===== config.mk =====
export PLATFORM = sky130hd
export DESIGN_NAME = gcbp_bram_read_seq
export DESIGN_NICKNAME = d
export VERILOG_FILES = /design/src/rtl/gcbp_bram_read_seq.sv
export SDC_FILE = /design/constraint.sdc
export NUM_CORES = 1
export LEC_CHECK = 0
export ABC_AREA = 1
export CORE_MARGIN = 2
export CORE_UTILIZATION = 45
export CTS_BUF_LIST = sky130_fd_sc_hd__clkbuf_16
export DETAILED_ROUTE_END_ITERATION = 8
export PLACE_DENSITY_LB_ADDON = 0.1
export SYNTH_ARGS = -nofsm -noshare
export SYNTH_HDL_FRONTEND = slang
export SYNTH_SLANG_ARGS = --single-unit
export TNS_END_PERCENT = 100

===== constraint.sdc =====
create_clock -name i_clk -period 6.3 [get_ports i_clk]
set_clock_uncertainty 0.1 [all_clocks]
set_input_delay 1.26 -clock i_clk [delete_from_list [all_inputs] [get_ports i_clk]]
set_output_delay 1.26 -clock i_clk [all_outputs]
set_load 0.02 [all_outputs]

===== src/rtl/gcbp_bram_read_seq.sv =====
// Read sequencer for the GCBP bit-plane BRAM: walks every vertical shift and line,
// interleaving current/previous frame reads, and hands tagged word pairs to the correlator.
//   state     | meaning
//   S_IDLE    | waiting for i_start
//   S_RD_CURR | issuing current-frame read of line y
//   S_RD_PREV | issuing previous-frame read of line y+dy, then advancing y/s
//   S_DRAIN   | reads finished, waiting for the final pair to leave the pipeline
module gcbp_bram_read_seq #(
  parameter int C_LINES                   = 64,
  parameter int C_MAX_SHIFT               = 8,
  parameter int C_SUBIMAGE_OFFSET_IN_BRAM = 128,
  parameter int C_DATA_WIDTH              = 128,
  parameter int C_ADDR_WIDTH              = 9,
  localparam int SW = $clog2(2*C_MAX_SHIFT+1),
  localparam int LW = $clog2(C_LINES)
) (
  input  logic                    i_clk,
  input  logic                    i_resetn,
  input  logic                    i_start,
  input  logic                    i_abort,
  input  logic [1:0]              i_curr_frame_loc,
  input  logic [1:0]              i_prev_frame_loc,
  output logic                    o_bram_rd_en,
  output logic [C_ADDR_WIDTH-1:0] o_bram_rd_addr,
  input  logic [C_DATA_WIDTH-1:0] i_bram_rdata,
  output logic                    o_pair_valid,
  output logic [C_DATA_WIDTH-1:0] o_curr_word,
  output logic [C_DATA_WIDTH-1:0] o_prev_word,
  output logic [SW-1:0]           o_shift_idx,
  output logic [LW-1:0]           o_line,
  output logic                    o_shift_done,
  output logic                    o_frame_done,
  output logic                    o_busy
);

  localparam logic [LW-1:0] Y_FIRST = LW'(C_MAX_SHIFT);
  localparam logic [LW-1:0] Y_LAST  = LW'(C_LINES - 1 - C_MAX_SHIFT);
  localparam logic [SW-1:0] S_LAST  = SW'(2*C_MAX_SHIFT);

  typedef enum logic [1:0] {S_IDLE, S_RD_CURR, S_RD_PREV, S_DRAIN} state_t;

  state_t                  r_state, w_next;
  logic [1:0]              r_curr_loc, r_prev_loc;
  logic [SW-1:0]           r_s;
  logic [LW-1:0]           r_y;
  logic                    r_pv_curr, r_pv_prev;
  logic [C_DATA_WIDTH-1:0] r_curr_hold;
  logic [SW-1:0]           r_tag_s;
  logic [LW-1:0]           r_tag_y;
  logic                    r_tag_sd, r_tag_fd;

  logic                    w_accept, w_abort, w_last_y, w_last_s;
  logic                    w_rd_en;
  logic [C_ADDR_WIDTH-1:0] w_rd_addr, w_curr_addr, w_prev_addr;

  assign w_accept = (r_state == S_IDLE) && i_start && !i_abort;
  assign w_abort  = (r_state != S_IDLE) && i_abort;
  assign w_last_y = (r_y == Y_LAST);
  assign w_last_s = (r_s == S_LAST);

  // Modular arithmetic: y+s-C_MAX_SHIFT never goes negative for in-range counters.
  assign w_curr_addr = C_ADDR_WIDTH'(r_curr_loc) * C_ADDR_WIDTH'(C_SUBIMAGE_OFFSET_IN_BRAM)
                     + C_ADDR_WIDTH'(r_y);
  assign w_prev_addr = C_ADDR_WIDTH'(r_prev_loc) * C_ADDR_WIDTH'(C_SUBIMAGE_OFFSET_IN_BRAM)
                     + C_ADDR_WIDTH'(r_y) + C_ADDR_WIDTH'(r_s) - C_ADDR_WIDTH'(C_MAX_SHIFT);

  always_ff @(posedge i_clk or negedge i_resetn) begin
    if (!i_resetn) r_state <= S_IDLE;
    else           r_state <= w_next;
  end

  always_comb begin
    w_next    = r_state;
    w_rd_en   = 1'b0;
    w_rd_addr = '0;
    case (r_state)
      S_IDLE:    if (w_accept) w_next = S_RD_CURR;
      S_RD_CURR: begin
        w_rd_en   = 1'b1;
        w_rd_addr = w_curr_addr;
        w_next    = S_RD_PREV;
      end
      S_RD_PREV: begin
        w_rd_en   = 1'b1;
        w_rd_addr = w_prev_addr;
        w_next    = (w_last_s && w_last_y) ? S_DRAIN : S_RD_CURR;
      end
      S_DRAIN:   if (o_frame_done) w_next = S_IDLE;
      default:   w_next = S_IDLE;
    endcase
    if (w_abort) w_next = S_IDLE;
  end

  assign o_bram_rd_en   = w_rd_en;
  assign o_bram_rd_addr = w_rd_addr;
  assign o_busy         = (r_state != S_IDLE);

  always_ff @(posedge i_clk or negedge i_resetn) begin
    if (!i_resetn) begin
      r_curr_loc <= '0;
      r_prev_loc <= '0;
      r_s        <= '0;
      r_y        <= '0;
    end else if (w_accept) begin
      r_curr_loc <= i_curr_frame_loc;
      r_prev_loc <= i_prev_frame_loc;
      r_s        <= '0;
      r_y        <= Y_FIRST;
    end else if (r_state == S_RD_PREV && !w_abort) begin
      if (w_last_y) begin
        r_y <= Y_FIRST;
        if (!w_last_s) r_s <= r_s + 1'b1;
      end else begin
        r_y <= r_y + 1'b1;
      end
    end
  end

  // Tags follow the prev read; the pair leaves one cycle after its prev data returns.
  always_ff @(posedge i_clk or negedge i_resetn) begin
    if (!i_resetn) begin
      r_pv_curr    <= 1'b0;
      r_pv_prev    <= 1'b0;
      r_curr_hold  <= '0;
      r_tag_s      <= '0;
      r_tag_y      <= '0;
      r_tag_sd     <= 1'b0;
      r_tag_fd     <= 1'b0;
      o_pair_valid <= 1'b0;
      o_shift_done <= 1'b0;
      o_frame_done <= 1'b0;
      o_curr_word  <= '0;
      o_prev_word  <= '0;
      o_shift_idx  <= '0;
      o_line       <= '0;
    end else if (w_abort) begin
      r_pv_curr    <= 1'b0;
      r_pv_prev    <= 1'b0;
      o_pair_valid <= 1'b0;
      o_shift_done <= 1'b0;
      o_frame_done <= 1'b0;
    end else begin
      r_pv_curr    <= (r_state == S_RD_CURR);
      r_pv_prev    <= (r_state == S_RD_PREV);
      if (r_state == S_RD_PREV) begin
        r_tag_s  <= r_s;
        r_tag_y  <= r_y;
        r_tag_sd <= w_last_y;
        r_tag_fd <= w_last_y && w_last_s;
      end
      if (r_pv_curr) r_curr_hold <= i_bram_rdata;
      o_pair_valid <= r_pv_prev;
      o_shift_done <= r_pv_prev && r_tag_sd;
      o_frame_done <= r_pv_prev && r_tag_fd;
      if (r_pv_prev) begin
        o_prev_word <= i_bram_rdata;
        o_curr_word <= r_curr_hold;
        o_shift_idx <= r_tag_s;
        o_line      <= r_tag_y;
      end
    end
  end

endmodule

==> run summary <==
Final Hold Viols: 0
GR peak layer: met2
clk sinks: 430
I/O pin cnt: 417
max_cap viols: 0
Syn Inst Count: 1798
placed wire-length estimate: 29000 um
area leader, netlist: dfrtp_1
vias in the first global route: 12700
R2R depth: 8
RSZ-0062 raised after global routing: no
RD Place Congestion: 0.807
CTS tree: done
setup TNS: 0 ns
GR Util met3: 6.99%
die area: 39500 um^2
Core Area: 37500 um^2
Period minus WS final: 4.43 ns
CTS Hold Bufs: 0
Via density: 4.75
clock latency on the worst-skew pair: 0.55 ns
CP Data Arrival Time: 3.07 ns
CTS Buffer Depth: 3
post-synthesis sequential area ratio: 63.0%
Synth area leaders: dfrtp_1 63%, nand2_1 16%, o21ai_0 4.7%, inv_1 3.5%, o21ai_2 3.1%
fin util: 60.6%
total grt overflow: 0
first-pass GRT wire length: 69100 um
final-stage net count: 2336
Hold/Removal Path Class: reg2reg
Wirelength per Cell: 16.0 um
largest net degree at the start of global routing: 175
Ys Warns: 0
CP Capture Type: output port
max_slew headroom: 26.3%
Worst-Margin Slew: 1.11 ns
initial antenna violation count: 5
Leak: 11.4 nW
worst path required time: 4.94 ns
# rows: 71
Slew Viols, Final: 0
share of the synthesized area in the top cell type: 63.0%
Post-Syn Area: 17100 um^2
cts bufs inserted: 45
Clock transition at path regs: 0.06 ns
crit path launch type: flop
crit path max fanout: 5
PortBufs: 416
drt total wl: 43400 um
Syn Nets: 1955
DIE WIDTH: 199 um
placed cell areas: 21400 um^2
Pre-antenna DRT Iters: 5
hold path cells: 2
Worst IR Drop VDD: 375 uV
layout cells sized above 1: 6.25%
mean post-synth cell area: 9.50 um^2
Fmax achieved: 225 MHz
endpoints failing setup: 0
Global Route met2 Usage: 34.4%
total track usage: 22.3%
pwr/cell area: 524 nW/um^2
Synth cell types: 28
DRT antenna net count: 0
status: completed
post-cts sizing count: 0
routed vias: 12900
drc violations: 0
GRT met1 Usage: 30.1%
final worst path period share: 70.4%
Synth Register Bits: 430
initial core utilization: 45.6%
die height: 199 um
Critical Setup Path Class: reg2out
Syn-to-layout area delta: 32.9%
fin area: 22700 um^2
Hold WS: 0.364 ns
1st-iter DRT viols: 863
CTS Root Cell: clkbuf_16
Setup Buffers After CTS: 0
htree depth: 2
==> cells in the final DEF, fill, tap and decap left out, drive strengths merged, types with 19 or more instances in the layout <==
master and n:
nand2 750, dfrtp 430, clkdlybuf4s50 415, o21ai 282
inv 175, clkbuf 45, nor2 21, nand3 20
ha 20, clkinv 19
==> Yosys cell counts, drive strengths merged <==
master,number
o22ai,3
clkinv,1
nor2,21
a21boi,1
a21oi,4
xor2,5
ha,20
xnor2,1
fa,1
nand3b,2
nand2,750
o21bai,1
dfrtp,430
nand3,20
inv,164
nor3,1
clkbuf,23
o21ai,282
buf,68
==> worst paths after layout <==
| path | start | end | slack [ns] |
|---|---|---|---|
| max | r_s[1] | o_bram_rd_addr[5] | 1.87 |
| min | r_curr_hold[15] | o_curr_word[15] | 0.36 |
| min reg2reg | r_curr_hold[15] | o_curr_word[15] | 0.36 |
| max reg2reg | r_state[0] | o_curr_word[47] | 3.19 |
| min in group asynchronous | i_resetn | o_prev_word[27] | 0.64 |
| max in group asynchronous | i_resetn | r_curr_hold[47] | 4.09 |
==> layout make-up <==
| cell class | instances | area (um^2) |
|---|---|---|
| clock buffers | 45 | 1130 |
| fillers | 3241 | 14800 |
| diodes | 2 | 5.00 |
| multi-input cells | 1112 | 5070 |
| well taps | 511 | 639 |
| flip-flops and latches | 430 | 10800 |
| inverters | 165 | 622 |
| clock inverters | 32 | 189 |
| repair buffers | 425 | 4300 |
==> critical path, cell delays in order (launching register included) <==
cell             delay (ns)
dfrtp_1                0.44
ha_1                   0.32
ha_1                   0.19
inv_1                  0.07
fa_1                   0.35
inv_1                  0.08
nand2_1                0.09
a21oi_1                0.19
nor2_1                 0.06
o22ai_1                0.12
clkdlybuf4s50_1        0.63
==> per-layer routing <==
layer	vias to the layer above	routed length [um]
met5	-	41
met4	6	1070
met3	63	3610
met2	345	19900
met1	6171	18800
li1	6334	-
==> sequential cells by signal, indices dropped and copies added (netlist names) <==
| register | cells |
|---|---|
| r_pv_curr | 1 |
| o_shift_idx | 5 |
| r_curr_hold | 128 |
| r_tag_y | 6 |
| r_tag_fd | 1 |
| r_y | 6 |
| r_pv_prev | 1 |
| o_line | 6 |
| r_curr_loc | 2 |
| r_prev_loc | 2 |
| r_state | 2 |
| r_tag_s | 5 |
| o_curr_word | 128 |
| o_prev_word | 128 |
| o_frame_done | 1 |
| r_tag_sd | 1 |
| o_pair_valid | 1 |
| r_s | 5 |
| o_shift_done | 1 |
==> metrics by stage <==
stage	power [mW]	instances	worst slack, ns
after detailed placement	9.57	2643	2.23
final	11.9	2722	1.87
after global routing	12.8	2722	1.66
after CTS	12.0	2720	1.82
after global placement	9.45	2643	2.29
after floorplan	7.42	1798	3.02
==> power by group <==
part           switching (mW)  total, mW  internal, mW
combinational            2.87       4.94          2.07
clock                    1.04       2.41          1.37
sequential              0.624       4.55          3.92
total                    4.53       11.9          7.37
==> cell families after synthesis <==
family | synth area share (%)
AO/OA/AOI/OAI | 9.89
XOR/XNOR | 0.308
adder cells (fa/ha/maj) | 1.58
buffers and inverters | 7.46
flip-flops | 63.0
AND/OR/NAND/NOR | 17.8
No activity file was read; power rests on OpenSTA's default activity.
